## config.mk

```make
export PLATFORM = sky130hd
export DESIGN_NAME = spi_loader_master
export DESIGN_NICKNAME = d
export VERILOG_FILES = /design/src/rtl/spi_loader_pkg.sv /design/src/rtl/spi_clk_gen.sv /design/src/rtl/spi_loader_master.sv
export SDC_FILE = /design/constraint.sdc
export NUM_CORES = 1
export LEC_CHECK = 0
export CORE_UTILIZATION = 43
export DETAILED_ROUTE_END_ITERATION = 10
export GPL_ROUTABILITY_DRIVEN = 0
export PLACE_DENSITY_LB_ADDON = 0.12
export SYNTH_ARGS = -nofsm -noshare
export SYNTH_HDL_FRONTEND = slang
export SYNTH_SLANG_ARGS = --single-unit
export TNS_END_PERCENT = 1
```

## constraint.sdc

```tcl
create_clock -name clk -period 2.8 [get_ports clk]
set_input_delay 0.42 -clock clk [delete_from_list [all_inputs] [get_ports clk]]
set_output_delay 0.42 -clock clk [all_outputs]
set_load 0.05 [all_outputs]
```

## src/rtl/spi_loader_pkg.sv

```systemverilog
// Shared opcodes, FSM encoding and helpers for the SPI loader master and its SCK generator.
package spi_loader_pkg;

    localparam logic [7:0] CMD_WRITE = 8'h02;
    localparam logic [7:0] CMD_READ  = 8'h0B;

    typedef enum logic [2:0] {
        ST_IDLE,
        ST_CMD,
        ST_ADDR,
        ST_DUMMY,
        ST_DATA,
        ST_GAP
    } state_t;

    // States in which chip select is low and SCK is allowed to toggle.
    function automatic logic is_shifting(input state_t s);
        return (s == ST_CMD) || (s == ST_ADDR) || (s == ST_DUMMY) || (s == ST_DATA);
    endfunction

endpackage

```

## src/rtl/spi_clk_gen.sv

```systemverilog
// SCK divider: toggles every CLK_DIV clk while running; o_rise/o_fall flag the edge taken this cycle.
// Held at count 0 with SCK low while i_run is low; i_sck_en masks the pin without stopping the count.
module spi_clk_gen #(
    parameter int CLK_DIV = 4
) (
    input  logic clk,
    input  logic rst_n,
    input  logic i_run,
    input  logic i_sck_en,
    output logic o_sck,
    output logic o_rise,
    output logic o_fall
);

    localparam int            CW   = (CLK_DIV > 1) ? $clog2(CLK_DIV) : 1;
    localparam logic [CW-1:0] TERM = CW'(CLK_DIV - 1);

    logic [CW-1:0] r_cnt;
    logic          r_phase;
    logic          r_sck;
    logic          w_term;
    logic          w_phase_nxt;

    assign w_term      = i_run && (r_cnt == TERM);
    assign w_phase_nxt = w_term ? ~r_phase : r_phase;
    assign o_rise      = w_term && !r_phase;
    assign o_fall      = w_term && r_phase;
    assign o_sck       = r_sck;

    always_ff @(posedge clk or negedge rst_n) begin
        if (!rst_n) begin
            r_cnt   <= '0;
            r_phase <= 1'b0;
            r_sck   <= 1'b0;
        end else if (!i_run) begin
            r_cnt   <= '0;
            r_phase <= 1'b0;
            r_sck   <= 1'b0;
        end else begin
            r_cnt   <= w_term ? '0 : r_cnt + 1'b1;
            r_phase <= w_phase_nxt;
            r_sck   <= i_sck_en && w_phase_nxt;
        end
    end

endmodule

```

## src/rtl/spi_loader_master.sv

```systemverilog
// SPI mode-0 initiator: 8-bit opcode, 32-bit address, optional dummy cycles, 32-bit data; CS low the cycle after accept.
// Accepts one request at a time (ready only in IDLE, after the CS gap); rsp_valid pulses as CS rises.
module spi_loader_master
    import spi_loader_pkg::*;
#(
    parameter int CLK_DIV      = 4,
    parameter int DUMMY_CYCLES = 32,
    parameter int GAP_CYCLES   = 2
) (
    input  logic        clk,
    input  logic        rst_n,
    input  logic        req_valid_i,
    output logic        req_ready_o,
    input  logic        req_we_i,
    input  logic [31:0] req_addr_i,
    input  logic [31:0] req_wdata_i,
    output logic        rsp_valid_o,
    output logic [31:0] rsp_rdata_o,
    output logic        busy_o,
    output logic        spi_clk_o,
    output logic        spi_cs_o,
    output logic        spi_sdo_o,
    input  logic        spi_sdi_i
);

    localparam logic [7:0] DUMMY_LEN = 8'(DUMMY_CYCLES);
    localparam logic [7:0] GAP_LAST  = 8'(GAP_CYCLES - 1);

    state_t      r_state;
    state_t      w_state_nxt;
    logic [7:0]  r_bit_cnt;
    logic [31:0] r_tx;
    logic [31:0] r_rx;
    logic [31:0] r_addr;
    logic [31:0] r_wdata;
    logic [31:0] r_rdata;
    logic        r_we;
    logic        r_cs;
    logic        r_rsp_vld;
    logic [7:0]  w_seg_len;
    logic        w_hs;
    logic        w_seg_done;
    logic        w_gap_done;
    logic        w_run;
    logic        w_sck_en;
    logic        w_sck;
    logic        w_rise;
    logic        w_fall;

    assign w_run    = (r_state != ST_IDLE);
    assign w_sck_en = is_shifting(w_state_nxt);

    spi_clk_gen #(
        .CLK_DIV (CLK_DIV)
    ) u_clk_gen (
        .clk      (clk),
        .rst_n    (rst_n),
        .i_run    (w_run),
        .i_sck_en (w_sck_en),
        .o_sck    (w_sck),
        .o_rise   (w_rise),
        .o_fall   (w_fall)
    );

    always_comb begin
        w_seg_len = 8'd32;
        case (r_state)
            ST_CMD:   w_seg_len = 8'd8;
            ST_DUMMY: w_seg_len = DUMMY_LEN;
            default:  w_seg_len = 8'd32;
        endcase
    end

    // A segment ends on the falling edge that follows its last rising edge.
    assign w_hs       = (r_state == ST_IDLE) && req_valid_i;
    assign w_seg_done = w_fall && (r_bit_cnt == w_seg_len);
    assign w_gap_done = w_fall && (r_bit_cnt == GAP_LAST);

    always_comb begin
        w_state_nxt = r_state;
        case (r_state)
            ST_IDLE:  if (w_hs)       w_state_nxt = ST_CMD;
            ST_CMD:   if (w_seg_done) w_state_nxt = ST_ADDR;
            ST_ADDR:  if (w_seg_done) w_state_nxt = (r_we || DUMMY_CYCLES == 0) ? ST_DATA : ST_DUMMY;
            ST_DUMMY: if (w_seg_done) w_state_nxt = ST_DATA;
            ST_DATA:  if (w_seg_done) w_state_nxt = (GAP_CYCLES == 0) ? ST_IDLE : ST_GAP;
            ST_GAP:   if (w_gap_done) w_state_nxt = ST_IDLE;
            default:  w_state_nxt = ST_IDLE;
        endcase
    end

    always_ff @(posedge clk or negedge rst_n) begin
        if (!rst_n) begin
            r_state   <= ST_IDLE;
            r_bit_cnt <= '0;
            r_tx      <= '0;
            r_rx      <= '0;
            r_addr    <= '0;
            r_wdata   <= '0;
            r_rdata   <= '0;
            r_we      <= 1'b0;
            r_cs      <= 1'b1;
            r_rsp_vld <= 1'b0;
        end else begin
            r_state   <= w_state_nxt;
            r_cs      <= !is_shifting(w_state_nxt);
            r_rsp_vld <= 1'b0;
            if (w_hs) begin
                r_we      <= req_we_i;
                r_addr    <= req_addr_i;
                r_wdata   <= req_wdata_i;
                r_tx      <= {(req_we_i ? CMD_WRITE : CMD_READ), 24'h0};
                r_bit_cnt <= '0;
            end else if (r_state == ST_GAP) begin
                // The divider keeps running here so the gap is measured in whole SCK periods.
                if (w_fall) begin
                    r_bit_cnt <= w_gap_done ? 8'd0 : r_bit_cnt + 8'd1;
                end
            end else if (w_rise) begin
                r_bit_cnt <= r_bit_cnt + 8'd1;
                if (r_state == ST_DATA && !r_we) begin
                    r_rx <= {r_rx[30:0], spi_sdi_i};
                end
            end else if (w_seg_done) begin
                r_bit_cnt <= '0;
                case (r_state)
                    ST_CMD:   r_tx <= r_addr;
                    ST_ADDR:  r_tx <= r_we ? r_wdata : 32'h0;
                    ST_DUMMY: r_tx <= '0;
                    default: begin
                        r_tx      <= '0;
                        r_rsp_vld <= 1'b1;
                        if (!r_we) begin
                            r_rdata <= r_rx;
                        end
                    end
                endcase
            end else if (w_fall) begin
                r_tx <= {r_tx[30:0], 1'b0};
            end
        end
    end

    assign req_ready_o = (r_state == ST_IDLE);
    assign busy_o      = (r_state != ST_IDLE);
    assign spi_cs_o    = r_cs;
    assign spi_clk_o   = w_sck;
    assign spi_sdo_o   = r_tx[31];
    assign rsp_valid_o = r_rsp_vld;
    assign rsp_rdata_o = r_rdata;

endmodule

```

==> flow_summary_export.csv, run 1 <==
group,metric,value,unit
synth,netlist_area,0.00760,mm2
routing,detail_route.wl_per_cell,15.1,um
placement,postPlaceCellArea,0.00898,mm2
routing,wl,15800,um
synth,synth_cells,708,
worst_setup_path,critPathRequiredTime,3.11,ns
global_routing,grt-ovfl-total,0,
sta,slew_headroom,56.4,%
clocking,clkTransAtPathRegs,0.07,ns
finish,drive_gt1_share,15.7,%
floorplan,ios,107,
synth,seq_area_frac_synth,58.6,%
global_routing,grt_use_met3,3.87,%
finish,fin_util,55.4,%
power,pwr-share-clk,35.9,%
routing,drt-initial-drc-count,253,
power,powerDensity,688,mW/mm2
placement,io_buffers,106,
power,total_power,6.60,mW
power,power.switching,1.89,mW
finish,fillers,1566,
floorplan,die_h,135,um
global_routing,first_global_vias,5359,
sta,skew,0.0107,ns
worst_setup_path,crit_type,"reg2reg",
sta,rsz0062_at_grt,"false",
worst_setup_path,cp-end-kind,"register",
global_routing,gr-usage-met1,25.2,%
finish,finish.instance_area,0.00958,mm2
power,internal_power,4.71,mW
finish,diodes,0,
synth,synth_cell_types,48,
routing,vias,5375,
clocking,cts_root_buf,"clkbuf_16",
synth,synth_edf_count,0,
synth,async_reset_ff_share,100,%
finish,ff_latch_area,0.00446,mm2
placement,dp_hpwl,10300,um
floorplan,die_x,135,um
routing,drt_first_pass_iters,5,
clocking,cts_tree,"built",
floorplan,start_util,44.0,%
finish,fin_nets,884,
finish,area_growth,26.0,%
routing,drtAntennaViolNets,0,
worst_hold_path,hold_path.class,"reg2reg",
sta,post-route-min-period,2.58,ns
global_routing,grt.busiest_layer,"met2",
floorplan,rows,48,
synth,synth_nets,783,
power,combPwrFrac,16.9,%
global_routing,grt_pass1_wl,26700,um
routing,drc,0,
sta,setup_viol,0,
clocking,clock_latency,0.43,ns
worst_setup_path,crit_arrival,2.89,ns
global_routing,antenna_found_initial,0,
worst_setup_path,startpoint_type,"register",
clocking,post_cts_buffers,0,
global_routing,grt_max_degree,68,
global_routing,grt_usage,18.6,%
power,p_leak,4.52,nW
sta,final_hold_viol_count,0,
clocking,cts_buffers,17,
finish,multiInputGateArea,0.00295,mm2
floorplan,core_area,0.0173,mm2
sta,max_slew.worst_pin.slew,0.655,ns
run,cap_violations,0,
synth,syn_avg_cell_area,10.7,um2
clocking,clk_path_buf_depth,2,
sta,maxSlewViolCount,0,
synth,ys_ff_latch,178,
outcome,status,"completed",
floorplan,dieArea,0.0182,mm2
global_routing,met2_usage,29.9,%
clocking,htree_levels,4,
synth,ys.flop_type,"dfrtp_1",
power,switching_share,28.7,%
sta,period_share,92.3,%
synth,synth_warnings,0,
routing,via_per_inst,5.13,
worst_setup_path,cp_max_fo,32,
sta,max_freq,387,MHz
clocking,clock-sinks,178,
power,pwr-share-seq,47.2,%
power,ir_drop,0.467,mV
==> path summary, 6_finish.rpt <==
check,start,endpoint,slack (ns),cells after the start
worst max-delay path,u_clk_gen.r_cnt[0]$_DFF_PN0_,rsp_rdata_o[7]$_DFFE_PN0P_,0.22,9
min in group asynchronous,rst_n,r_wdata[29]$_DFFE_PN0P_,0.56,2
max in group asynchronous,rst_n,r_addr[18]$_DFFE_PN0P_,1.45,3
worst min register to register,u_clk_gen.r_cnt[0]$_DFF_PN0_,u_clk_gen.r_cnt[0]$_DFF_PN0_,0.45,1
worst max register to register,u_clk_gen.r_cnt[0]$_DFF_PN0_,rsp_rdata_o[7]$_DFFE_PN0P_,0.22,9
worst min-delay path,u_clk_gen.r_cnt[0]$_DFF_PN0_,u_clk_gen.r_cnt[0]$_DFF_PN0_,0.45,1
==> stage by stage <==
stage	setup WS, ns	setup TNS, ns	hold slack (ns)	instances
4_1_cts	0.142	0	0.456	1047
3_5_place_dp	0.166	0	0.440	1014
2_1_floorplan	-0.00779	-0.00779	0.124	708
5_1_grt	0.0446	0	0.478	1047
6_report	0.216	0	0.454	1047
3_3_place_gp	0.228	0	0.429	1014
==> synthesized netlist by cell type (5+ instances only) <==
cell / instances / area share (%)
dfrtp_1: 177 / 58
o21ai_0: 32 / 2.1
nor2_1: 9 / 0.44
a2bb2oi_1: 28 / 3.2
a22oi_1: 31 / 3.1
nor2b_1: 6 / 0.49
a21oi_1: 5 / 0.33
a221oi_1: 6 / 0.69
ha_1: 6 / 0.99
clkbuf_1: 29 / 1.4
nor3_1: 8 / 0.53
buf_2: 7 / 0.46
o22ai_1: 6 / 0.49
inv_1: 11 / 0.54
nand3_1: 5 / 0.33
mux2_2: 64 / 9.5
nand2_1: 229 / 11
==> layout by cell type, fill, tap and decap left out, drive strengths merged, types with 2 or more instances in the layout <==
master / n
a21boi: 2
a21oi: 6
a221oi: 6
a22oi: 31
a2bb2oi: 28
and3: 2
buf: 20
clkbuf: 17
clkdlybuf4s50: 105
clkinv: 4
clkinvlp: 2
dfrtp: 177
ha: 6
inv: 19
mux2: 65
mux2i: 3
nand2: 229
nand2b: 4
nand3: 6
nand4: 2
nor2: 9
nor2b: 6
nor3: 8
nor3b: 3
nor4: 2
o21ai: 33
o22a: 3
o22ai: 6
o2bb2ai: 2
o31ai: 2
==> cells by family (layout without fill, tap and decap cells) <==
| group | Yosys count | count (layout) | share of synthesized area (%) |
|---|---|---|---|
| flops | 178 | 178 | 58.6 |
| compound gates | 126 | 126 | 12.0 |
| buf+inv | 55 | 169 | 3.18 |
| fa+ha+maj | 6 | 6 | 0.987 |
| simple gates | 275 | 275 | 15.2 |
| mux | 68 | 68 | 10.1 |
==> repair_timing <==
action                                 in CTS  in global routing
resized for setup                           0                  1
endpoints found under the hold margin      47                  0
setup endpoints to repair                   0                 29
hold buffers                                1                  0
==> power groups by stage <==
stage          logic, mW  registers (mW)  clock network [mW]
2_1_floorplan      0.696            3.16                   0
3_3_place_gp        1.09            3.15                   0
3_5_place_dp        1.12            3.17                   0
4_1_cts             1.13            3.12                2.43
5_1_grt             1.25            3.17                2.53
6_report            1.11            3.12                2.37
==> state kept, by name, summed over array words and instances (netlist names) <==
signal,flops
rsp_valid_o,1
u_clk_gen.o_sck,1
r_we,1
r_wdata,32
rsp_rdata_o,32
u_clk_gen.r_phase,1
r_state,3
r_rx,32
r_bit_cnt,8
u_clk_gen.r_cnt,2
r_addr,32
spi_cs_o,1
r_tx,32
==> layer usage <==
layer	share of wire, %	wire [um]
met1	47	7360
met2	49	7780
met3	3.2	503
met4	0.92	146
met5	0	0
==> cell type report <==
class                      instances  share of cell area, %
tap                              225                   2.94
clock inverter                    15                   1.70
sequential                       178                   46.5
clock buffer                      17                   4.44
multi-input combinational        475                   30.8
timing repair buffer             126                   13.2
inverter                          11                  0.431
==> critical path: stages (launching register included) <==
cell	delay [ns]
dfrtp_1	0.36
ha_1	0.17
nor2b_1	0.21
ha_1	0.20
nor3b_2	0.20
and3_2	0.29
nand3_4	0.10
nor4_4	0.31
buf_12	0.24
mux2_2	0.36
Note: power is estimated with default switching activity, not from simulation.
==> run 2: changes to the inputs <==
ABC_CLOCK_PERIOD_IN_PS = 2800   (was unset)
==> results of run 2 <==
No change in the layout: final DEF, timing and power equal those of run 1.
==> run 3: changes to the inputs <==
CTS_BUF_LIST = sky130_fd_sc_hd__clkbuf_8   (was unset)
==> flow_summary_export.csv, run 3 (same netlist as run 1, synthesis figures left out) <==
group,metric,value,unit
global_routing,grt_usage,18.5,%
global_routing,antenna_found_initial,0,
floorplan,start_util,44.0,%
clocking,clock-sinks,178,
clocking,clock_latency,0.46,ns
placement,dp_hpwl,10300,um
finish,final_cell_mix,"nand2_1 (229), dfrtp_1 (177), clkdlybuf4s50_1 (105)",
routing,wl_met3,492,um
floorplan,ios,107,
run,cap_violations,0,
finish,area_growth,23.5,%
sta,max_slew.worst_pin.slew,0.657,ns
floorplan,die_x,135,um
clocking,cts_root_buf,"clkbuf_8",
worst_setup_path,cp_max_fo,32,
sta,slew_headroom,56.2,%
clocking,htree_levels,4,
finish,drive_gt1_share,15.7,%
routing,via_per_inst,5.11,
worst_setup_path,critPathTopFamily,"simple AND/OR/NAND/NOR gates",
sta,skew,0.0146,ns
routing,detail_route.wl_per_cell,15.0,um
worst_hold_path,hold_path.class,"reg2reg",
worst_setup_path,cpMostUsedCell,"ha_1",
sta,post-route-min-period,2.59,ns
routing,met1Wirelength,7390,um
worst_setup_path,cp_slowest_stage_delay,0.37,ns
global_routing,grt_pass1_wl,26600,um
routing,vias,5348,
sta,max_freq,386,MHz
clocking,cts_tree,"built",
global_routing,grt-ovfl-total,0,
sta,fin_ws,0.210,ns
power,p_leak,4.43,nW
worst_setup_path,cp-end-kind,"register",
clocking,post_cts_buffers,0,
worst_setup_path,critPathRequiredTime,3.15,ns
sta,final_hold_viol_count,0,
routing,wl_met2,7630,um
placement,io_buffers,106,
worst_setup_path,crit_slowest_cell,"dfrtp_1",
worst_setup_path,crit_type,"reg2reg",
worst_setup_path,crit_arrival,2.94,ns
floorplan,rows,48,
global_routing,grt_max_degree,68,
routing,drc,0,
clocking,cts_buffers,17,
placement,preCtsSetupSlack,0.166,ns
routing,drtAntennaViolNets,0,
finish,layout_commonest_cell,"nand2_1",
power,powerDensity,638,mW/mm2
sta,maxSlewViolCount,0,
routing,top_layer,"met4",
sta,setup-tns-final,0,ns
routing,drt_first_pass_iters,7,
floorplan,die_h,135,um
routing,drt-initial-drc-count,266,
global_routing,first_global_vias,5369,
power,total_power,5.99,mW
sta,rsz0062_at_grt,"false",
worst_setup_path,startpoint_type,"register",
clocking,clk_path_buf_depth,2,
floorplan,dieArea,0.0182,mm2
floorplan,core_area,0.0173,mm2
worst_setup_path,crit_buf_inv,1,
outcome,status,"completed",
sta,setup_viol,0,
power,ir_drop,0.361,mV
sta,period_share,92.5,%
finish,fin_nets,884,
worst_setup_path,path_cells,"ha_1 -> nor2b_1 -> ha_1 -> nor3b_2 -> and3_2 -> nand3_4 -> nor4_4 -> buf_12 -> mux2_2",
finish,diodes,0,
clocking,clkTransAtPathRegs,0.10,ns
routing,wl,15700,um
## run 3: cell types whose count changed in the layout (fill, tap and decap cells not counted)
cell       change
clkbuf_16     -17
clkbuf_8      +17
## run 3: per-layer routing
metal	up-vias	global-route usage, %
li1	2629	-
met1	2606	25.1
met2	101	29.9
met3	12	3.42
met4	0	6.49
met5	-	0
## run 3: metrics by stage
stage / util, % / instances / hold slack (ns) / cell area, um2
after floorplan: - / 708 / 0.124 / 7620
after global placement: 51.9 / 1014 / 0.429 / 8980
after detailed placement: 51.9 / 1014 / 0.440 / 8980
after CTS: 54.3 / 1047 / 0.447 / 9390
after global routing: 54.3 / 1047 / 0.449 / 9390
final: 54.3 / 1047 / 0.457 / 9390
## run 3: repair_timing
action                                  4_1_cts  5_1_grt
endpoints found under the hold margin        59        0
gates resized for setup                       0        1
hold buffers                                  1        0
endpoints found under the setup margin        0       32
## run 3: final timing paths
check	startpoint	end	slack (ns)	cells past startpoint
setup / recovery	u_clk_gen.r_cnt[0]$_DFF_PN0_	rsp_rdata_o[2]$_DFFE_PN0P_	0.21	9
setup reg to reg	u_clk_gen.r_cnt[0]$_DFF_PN0_	rsp_rdata_o[2]$_DFFE_PN0P_	0.21	9
min in group asynchronous	rst_n	r_wdata[29]$_DFFE_PN0P_	0.53	2
max in group asynchronous	rst_n	r_rx[2]$_DFFE_PN0P_	1.50	3
hold / removal	u_clk_gen.r_cnt[0]$_DFF_PN0_	u_clk_gen.r_cnt[0]$_DFF_PN0_	0.46	1
hold reg to reg	u_clk_gen.r_cnt[0]$_DFF_PN0_	u_clk_gen.r_cnt[0]$_DFF_PN0_	0.46	1
## run 3: power breakdown
part,switching (mW),internal [mW]
combinational,0.601,0.514
sequential,0.195,2.92
clock,1.01,0.746
## run 3: cell type report
class                      count  area [um2]
fill                        1589        7900
sequential                   178        4460
multi-input combinational    475        2950
timing repair buffer         126        1260
tap                          225         282
clock buffer                  17         234
clock inverter                15         163
inverter                      11        41.3
## run 3: worst register-to-register path, delay by kind of cell, from the launching register on
| kind | cells | cell delay [ns] |
|---|---|---|
| flip-flops | 1 | 0.37 |
| AND/OR/NAND/NOR | 5 | 1.12 |
| adder cells (fa/ha/maj) | 2 | 0.37 |
| multiplexers | 1 | 0.39 |
| buffers and inverters | 1 | 0.24 |
